--- config.mk ---
export PLATFORM = sky130hd
export DESIGN_NAME = hall_emu
export DESIGN_NICKNAME = d
export VERILOG_FILES = /design/src/rtl/hall_emu.sv
export SDC_FILE = /design/constraint.sdc
export NUM_CORES = 1
export LEC_CHECK = 0
export CORE_UTILIZATION = 29
export DETAILED_ROUTE_END_ITERATION = 8
export DONT_BUFFER_PORTS = 1
export PLACE_DENSITY = 0.46
export SETUP_SLACK_MARGIN = 0.02
export SKIP_LAST_GASP = 1
export SYNTH_ARGS = -nofsm -noshare
export SYNTH_HDL_FRONTEND = slang
export SYNTH_SLANG_ARGS = --single-unit
--- constraint.sdc ---
create_clock -name clk -period 5.74 [get_ports clk]
set_clock_uncertainty 0.05 [all_clocks]
set_input_delay 1.148 -clock clk [delete_from_list [all_inputs] [get_ports clk]]
set_output_delay 1.148 -clock clk [all_outputs]
set_load 0.02 [all_outputs]
--- src/rtl/hall_emu.sv ---
// Rotor and hall-sensor emulator: integrates gate-drive torque into velocity and
// position and steps a registered three-phase hall sequence on position carry.
module hall_emu #(
  parameter int         VEL_W       = 16,
  parameter int         POS_W       = 20,
  parameter int         TORQUE      = 4,
  parameter int         FRIC_SHIFT  = 8,
  parameter int         BRAKE_SHIFT = 4,
  parameter logic [2:0] INIT_HALL   = 3'b101
) (
  input  logic             clk,
  input  logic             rst_n,
  input  logic             highGrn,
  input  logic             lowGrn,
  input  logic             highYlw,
  input  logic             lowYlw,
  input  logic             highBlu,
  input  logic             lowBlu,
  output logic             hallGrn,
  output logic             hallYlw,
  output logic             hallBlu,
  output logic [VEL_W-1:0] vel,
  output logic             shoot_thru
);

  localparam int SW = VEL_W + 2;

  // One position carry must never skip more than one hall step.
  if (VEL_W >= POS_W) begin : g_width_check
    $error("hall_emu: VEL_W must be smaller than POS_W");
  end

  // Encodings equal the {Grn,Ylw,Blu} hall code so outputs are the state bits.
  typedef enum logic [2:0] {
    H101 = 3'b101,
    H100 = 3'b100,
    H110 = 3'b110,
    H010 = 3'b010,
    H011 = 3'b011,
    H001 = 3'b001
  } hall_e;

  typedef enum logic [2:0] {
    DRV_COAST,
    DRV_FWD,
    DRV_REV,
    DRV_BRAKE,
    DRV_SHOOT
  } drive_e;

  // Phase masks, bit 0 = green, bit 1 = yellow, bit 2 = blue.
  localparam logic [2:0] M_GRN = 3'b001;
  localparam logic [2:0] M_YLW = 3'b010;
  localparam logic [2:0] M_BLU = 3'b100;

  hall_e              state;
  hall_e              state_next;
  hall_e              step_next;
  drive_e             drive;
  logic [2:0]         hi;
  logic [2:0]         lo;
  logic [2:0]         src_m;
  logic [2:0]         snk_m;
  logic [VEL_W-1:0]   fric;
  logic [VEL_W-1:0]   extra;
  logic [VEL_W-1:0]   vel_next;
  logic signed [SW-1:0] delta;
  logic signed [SW-1:0] vel_sum;
  logic [POS_W-1:0]   pos;
  logic [POS_W:0]     pos_sum;
  logic               carry;

  assign hi = {highBlu, highYlw, highGrn};
  assign lo = {lowBlu, lowYlw, lowGrn};

  assign {hallGrn, hallYlw, hallBlu} = state;

  // NOTE: every always_comb output gets a default first so no path infers a latch.
  always_comb begin
    src_m     = M_GRN;
    snk_m     = M_YLW;
    step_next = hall_e'(INIT_HALL);
    case (state)
      H101: begin src_m = M_GRN; snk_m = M_YLW; step_next = H100; end
      H100: begin src_m = M_GRN; snk_m = M_BLU; step_next = H110; end
      H110: begin src_m = M_YLW; snk_m = M_BLU; step_next = H010; end
      H010: begin src_m = M_YLW; snk_m = M_GRN; step_next = H011; end
      H011: begin src_m = M_BLU; snk_m = M_GRN; step_next = H001; end
      H001: begin src_m = M_BLU; snk_m = M_YLW; step_next = H101; end
      default: begin
        src_m     = M_GRN;
        snk_m     = M_YLW;
        step_next = hall_e'(INIT_HALL);
      end
    endcase
  end

  always_comb begin
    drive = DRV_COAST;
    if (|(hi & lo)) begin
      drive = DRV_SHOOT;
    end else if (|(hi & src_m) && |(lo & snk_m)) begin
      drive = DRV_FWD;
    end else if (|(lo & src_m) && |(hi & snk_m)) begin
      drive = DRV_REV;
    end else if ((&lo) && !(|hi)) begin
      drive = DRV_BRAKE;
    end
  end

  always_comb begin
    delta = '0;
    extra = '0;
    fric  = vel >> FRIC_SHIFT;
    if (fric == '0 && vel != '0) fric = VEL_W'(1);
    case (drive)
      DRV_FWD:   delta = SW'(TORQUE);
      DRV_REV:   delta = -SW'(TORQUE);
      DRV_BRAKE: extra = vel >> BRAKE_SHIFT;
      default:   ;
    endcase

    vel_sum = $signed({2'b00, vel}) + delta
            - $signed({2'b00, fric}) - $signed({2'b00, extra});
    // Clamp to [0, 2^VEL_W-1]: sign bit means underflow, next bit overflow.
    if (vel_sum[SW-1])      vel_next = '0;
    else if (vel_sum[SW-2]) vel_next = '1;
    else                    vel_next = vel_sum[VEL_W-1:0];

    pos_sum    = {1'b0, pos} + (POS_W+1)'(vel);
    carry      = pos_sum[POS_W];
    state_next = carry ? step_next : state;
  end

  // NOTE: sequential state uses non-blocking assignments so every register samples pre-edge values.
  always_ff @(posedge clk or negedge rst_n) begin
    if (!rst_n) begin
      state <= hall_e'(INIT_HALL);
    end else begin
      state <= state_next;
    end
  end

  // NOTE: the sticky fault sits on the async reset too, so only rst_n can clear it.
  always_ff @(posedge clk or negedge rst_n) begin
    if (!rst_n) begin
      vel        <= '0;
      pos        <= '0;
      shoot_thru <= 1'b0;
    end else begin
      vel <= vel_next;
      pos <= pos_sum[POS_W-1:0];
      if (drive == DRV_SHOOT) shoot_thru <= 1'b1;
    end
  end

endmodule
==> results of run 1 <==
[Yosys cell counts (11+ instances only)]
| cell | count | share of area |
|---|---|---|
| a21o_1 | 11 | 0.022 |
| a21oi_1 | 27 | 0.036 |
| and2_1 | 12 | 0.020 |
| clkbuf_1 | 14 | 0.014 |
| dfrtp_1 | 38 | 0.25 |
| fa_1 | 22 | 0.12 |
| ha_1 | 38 | 0.12 |
| inv_1 | 51 | 0.050 |
| nand2_1 | 20 | 0.020 |
| nor2_1 | 17 | 0.017 |
| o21a_1 | 22 | 0.043 |
| xnor2_1 | 14 | 0.032 |
[sequential cells by signal (all words and copies together), names as in the netlist]
register	flops
pos	20
vel	16
state	3
shoot_thru	1
[kinds of logic after synthesis]
family	share of synthesized area
compound gates	0.218
simple gates	0.144
buf+inv	0.0691
fa+ha+maj	0.241
flops	0.264
xor+xnor	0.0483
mux	0.0158
[per-stage QoR]
| step | std cells | instance area [um2] | hold slack [ns] | setup slack, ns |
|---|---|---|---|---|
| 6_report | 580 | 4130 | 0.421 | 0.557 |
| 5_1_grt | 580 | 4130 | 0.439 | 0.202 |
| 4_1_cts | 580 | 4120 | 0.425 | 0.272 |
| 3_5_place_dp | 572 | 3970 | 0.410 | 0.0142 |
| 3_3_place_gp | 572 | 3970 | 0.403 | 0.137 |
| 2_1_floorplan | 415 | 3800 | 0.393 | 0.741 |
[layout make-up]
cell class	instances	share of cell area
multi-input combinational	306	0.617
sequential	40	0.243
tap	172	0.0521
inverter	51	0.0464
clock buffer	7	0.0346
timing repair buffer	3	0.00546
clock inverter	1	0.00182
[worst max-delay path by stage]
stage | end | startpoint | cells past startpoint | slack (ns)
global placement | vel[6] | highBlu | 15 | 0.14
detailed placement | vel[7] | highBlu | 15 | 0.01
finish | vel[14] | highBlu | 15 | 0.56
global route | vel[14] | highBlu | 15 | 0.20
floorplan | vel[10] | highBlu | 15 | 0.74
CTS | vel[10] | highBlu | 15 | 0.27
[per-layer routing]
metal,part of all wire,up-vias,track usage
met4,0.0098,0,0.0329
met5,0,-,0
met3,0.030,6,0.0275
met2,0.45,36,0.230
met1,0.51,1435,0.203
li1,-,1436,-
[timing repair]
action                                  4_1_cts  5_1_grt
setup buffers                                 0        0
gates resized for setup                       0        1
endpoints found under the setup margin        0       16
==> flow_metrics.tcl, run 1 <==
set metrics [dict create \
    cp_top_family "adder cells" \
    drv_cap 0 \
    syn_avg_cell_area_um2 9.17 \
    dp_hpwl_um 6770 \
    ant_nets 0 \
    final_max_slew_viol_count 0 \
    period_share 0.903 \
    slew_headroom 0.537 \
    startpoint_type "input pin" \
    crit_path_end_kind "flop" \
    grt_pass1_vias 2893 \
    seq_area_um2 1000 \
    final_cell_mix "inv_1 (51), ha_1 (38), dfrtp_1 (38)" \
    timing.final.setup_violations 0 \
    numClockSinks 40 \
    fill_cells 1366 \
    min_path_type "reg -> reg" \
    cp_common_cell "fa_1" \
    ys_seq_area_frac 0.264 \
    drive_above_1_share 0.0441 \
    core_area_um2 12700 \
    route.detailed.drc 0 \
    synthCells 415 \
    worst_path_max_delay_cell "nor3_4" \
    fin_crit_ns 5.18 \
    ys_types 54 \
    cpPeakStageDelay_ns 0.60 \
    tns_ns 0 \
    wirelength_um 8920 \
    root_buffer "clkbuf_16" \
    crit_buf_inv 2 \
    ios 28 \
    die_area_um2 13600 \
    synthFlopType "dfrtp_1" \
    final_common_cell "inv_1" \
    hold_depth 1 \
    ys_warn_count 0 \
    multiInputGateArea_um2 2540 \
    cp_data_required_time_ns 5.91 \
    worstMarginPinSlew_ns 0.694 \
    wl_per_cell_um 15.4 \
    clkTransAtPathRegs_ns 0.06 \
    syn-num-nets 483 \
    cts_max_level 2 \
    area_delta_synth_final_pct 8.48 \
    min_from "pos[0]" \
    synth-seq-cells 40 \
    clock_path_buffers 2 \
    die_width_um 117 \
    worstSetupPathType "in -> reg" \
    cts_buffers 5 \
    std_cell_rows 41 \
    grt_pass1_wl_um 15000 \
    nets 475 \
    regToRegEndpoint "vel[14]" \
    hold_violations 0 \
    worst_hold_path.endpoint "pos[0]" \
    holdBufCountCts 0 \
    reg2reg_from "vel[15]" \
    arrival_ns 5.36 \
    fin_util 0.324 \
    firstDrtPassIters 4 \
    viasPerCell 5.02 \
    synthArstFlopShare 1.00 \
    antenna_found_initial 0 \
    gr-total-overflow 0 \
    cts_tree "done" \
    track_usage 0.145 \
    grt_max_degree 41 \
    synth-edff-count 0 \
    reg2reg_depth 12 \
    r2r_setup_slack_ns 1.20 \
    synth_area_um2 3800 \
    fmax_ghz 0.193 \
    diodes 0 \
    die_y_um 117 \
    initial_core_util 0.299 \
    clk_latency_ns 0.29 \
    path_cells "nand4bb_1, nor3b_1, buf_4, and2_1, fa_1, fa_1, inv_1, ha_1, fa_1, a211oi_1, o21ai_1, o2111ai_1, a311oi_1, nor3_4, o21a_1" \
    first_iter_violations 58 \
    gp_congestion 0.803 \
    io_buffers 0 \
    rsz0062_at_grt "no" \
    num_vias 2913 \
    status "complete, no violations" \
    path_max_fanout 16 \
]
Power of run 1 is not shown: default switching activity piles up to over one toggle a cycle in this logic, so the estimate is an artifact.
==> run 2: changes to the inputs <==
- CTS_BUF_LIST: not set -> sky130_fd_sc_hd__clkbuf_2 sky130_fd_sc_hd__clkbuf_4 sky130_fd_sc_hd__clkbuf_8
- clock period: 5.74 -> 6.5 ns (I/O delays scaled with it)
==> run 2 against run 1 <==
Sequential share of layout area increased by 0.31 points. Wire length up 1.5%. Cell count decreased by 0.17%. Global-route usage rose by 0.17 points. Critical path depth is the same. First-iteration DRC count grew 43%. Hold slack better by 0.0056 ns. Worst setup slack better by 0.20 ns. Critical path type unchanged. Critical endpoint is now vel[15].
==> flow_metrics.tcl, run 2 (synthesis results as in run 1) <==
set metrics [dict create \
    hold_depth 1 \
    ant_nets 0 \
    reg_top3 "pos (20), vel (16), state (3)" \
    firstDrtPassIters 4 \
    cts-resized-gates 0 \
    cp_top_family "adder cells" \
    clock_path_buffers 2 \
    grt_max_degree 41 \
    grt_pass1_vias 2956 \
    r2r_setup_slack_ns 1.44 \
    regToRegEndpoint "vel[15]" \
    wl_per_cell_um 15.6 \
    hold_violations 0 \
    min_from "pos[0]" \
    std_cell_rows 41 \
    holdBufCountCts 0 \
    seq_area_um2 1000 \
    cp_common_cell "fa_1" \
    multiInputGateArea_um2 2540 \
    status "complete, no violations" \
    die_width_um 117 \
    largest-register "pos" \
    numClockSinks 40 \
    timing.final.setup_violations 0 \
    cpPeakStageDelay_ns 0.88 \
    grt_pass1_wl_um 15300 \
    rsz0062_at_grt "no" \
    track_usage 0.147 \
    diodes 0 \
    worst_hold_path.endpoint "pos[0]" \
    startpoint_type "input pin" \
    die_area_um2 13600 \
    wirelength_um 9050 \
    fmax_ghz 0.174 \
    reg2reg_from "state[2]" \
    slew_headroom 0.287 \
    fill_cells 1363 \
    crit_path_end_kind "flop" \
    io_buffers 0 \
    cts_max_level 2 \
    worstMarginPinSlew_ns 1.06 \
    worst_path_max_delay_cell "nor3_2" \
    area_delta_synth_final_pct 7.10 \
    worstSetupPathType "in -> reg" \
    largest_register_ffs 20 \
    route.detailed.drc 0 \
    period_share 0.883 \
    first_iter_violations 83 \
    viasPerCell 4.96 \
    gr-total-overflow 0 \
    min_path_type "reg -> reg" \
    nets 474 \
    tns_ns 0 \
    path_cells "nand4bb_1, nor3b_1, buf_4, and2_1, fa_1, fa_1, inv_1, ha_1, fa_1, a211oi_1, o21ai_1, o2111ai_1, a311oi_1, nor3_2, o21a_1" \
    cts_tree "done" \
    initial_core_util 0.299 \
    gp_congestion 0.759 \
    path_max_fanout 16 \
    core_area_um2 12700 \
    crit_buf_inv 2 \
    num_vias 2873 \
    dp_hpwl_um 6950 \
    cts_buffers 5 \
    clk_latency_ns 0.30 \
    arrival_ns 5.93 \
    final_cell_mix "inv_1 (51), ha_1 (38), dfrtp_1 (38)" \
    clkTransAtPathRegs_ns 0.09 \
    fin_crit_ns 5.74 \
    die_y_um 117 \
    drv_cap 0 \
    final_max_slew_viol_count 0 \
    root_buffer "clkbuf_8" \
    drive_above_1_share 0.0442 \
    ios 28 \
    post_cts_buffers 0 \
    final_common_cell "inv_1" \
    reg2reg_depth 14 \
    cp_data_required_time_ns 6.68 \
    antenna_found_initial 0 \
]
[run 2: cell count changes in the layout (fill, tap and decap cells not counted)]
| cell | before | now |
|---|---|---|
| clkbuf_16 | 5 | 0 |
| clkbuf_8 | 1 | 5 |
| buf_4 | 3 | 2 |
| bufinv_16 | 0 | 1 |
| clkbuf_1 | 1 | 0 |
| clkbuf_4 | 0 | 1 |
| clkinv_2 | 0 | 1 |
| clkinvlp_4 | 1 | 0 |
| nor3_2 | 0 | 1 |
| nor3_4 | 1 | 0 |
[run 2: through the flow]
step,area [um2],hold slack (ns),cells,worst slack [ns],util
floorplan,3800,0.393,415,1.35,-
global placement,3960,0.403,571,0.585,0.312
detailed placement,3960,0.410,571,0.467,0.312
CTS,4080,0.432,579,0.738,0.320
global route,4080,0.444,579,0.436,0.320
finish,4080,0.426,579,0.758,0.320
[run 2: area by class of cell]
type | instances | share of cell area
flip-flops and latches | 40 | 0.246
clock buffers | 6 | 0.0187
multi-input cells | 306 | 0.623
well taps | 172 | 0.0528
inverters | 51 | 0.0470
clock inverters | 2 | 0.00860
repair buffers | 2 | 0.00368
[run 2: worst max-delay path by stage]
stage / slack, ns / from / cells after the start / to
after floorplan: 1.35 / highBlu / 15 / vel[10]
after global placement: 0.59 / highBlu / 15 / vel[15]
after detailed placement: 0.47 / highBlu / 15 / vel[15]
after CTS: 0.74 / highBlu / 15 / vel[12]
after global routing: 0.44 / highBlu / 15 / vel[12]
final: 0.76 / highBlu / 15 / vel[15]
[run 2: per-layer routing]
metal  track usage  vias up  wire length, um
li1              -     1429                -
met2         0.234       33             4050
met3        0.0239        4              254
met4        0.0253        0               52
met5             0        -                0
met1         0.210     1407             4690
Power of run 2 is left out for the same reason.
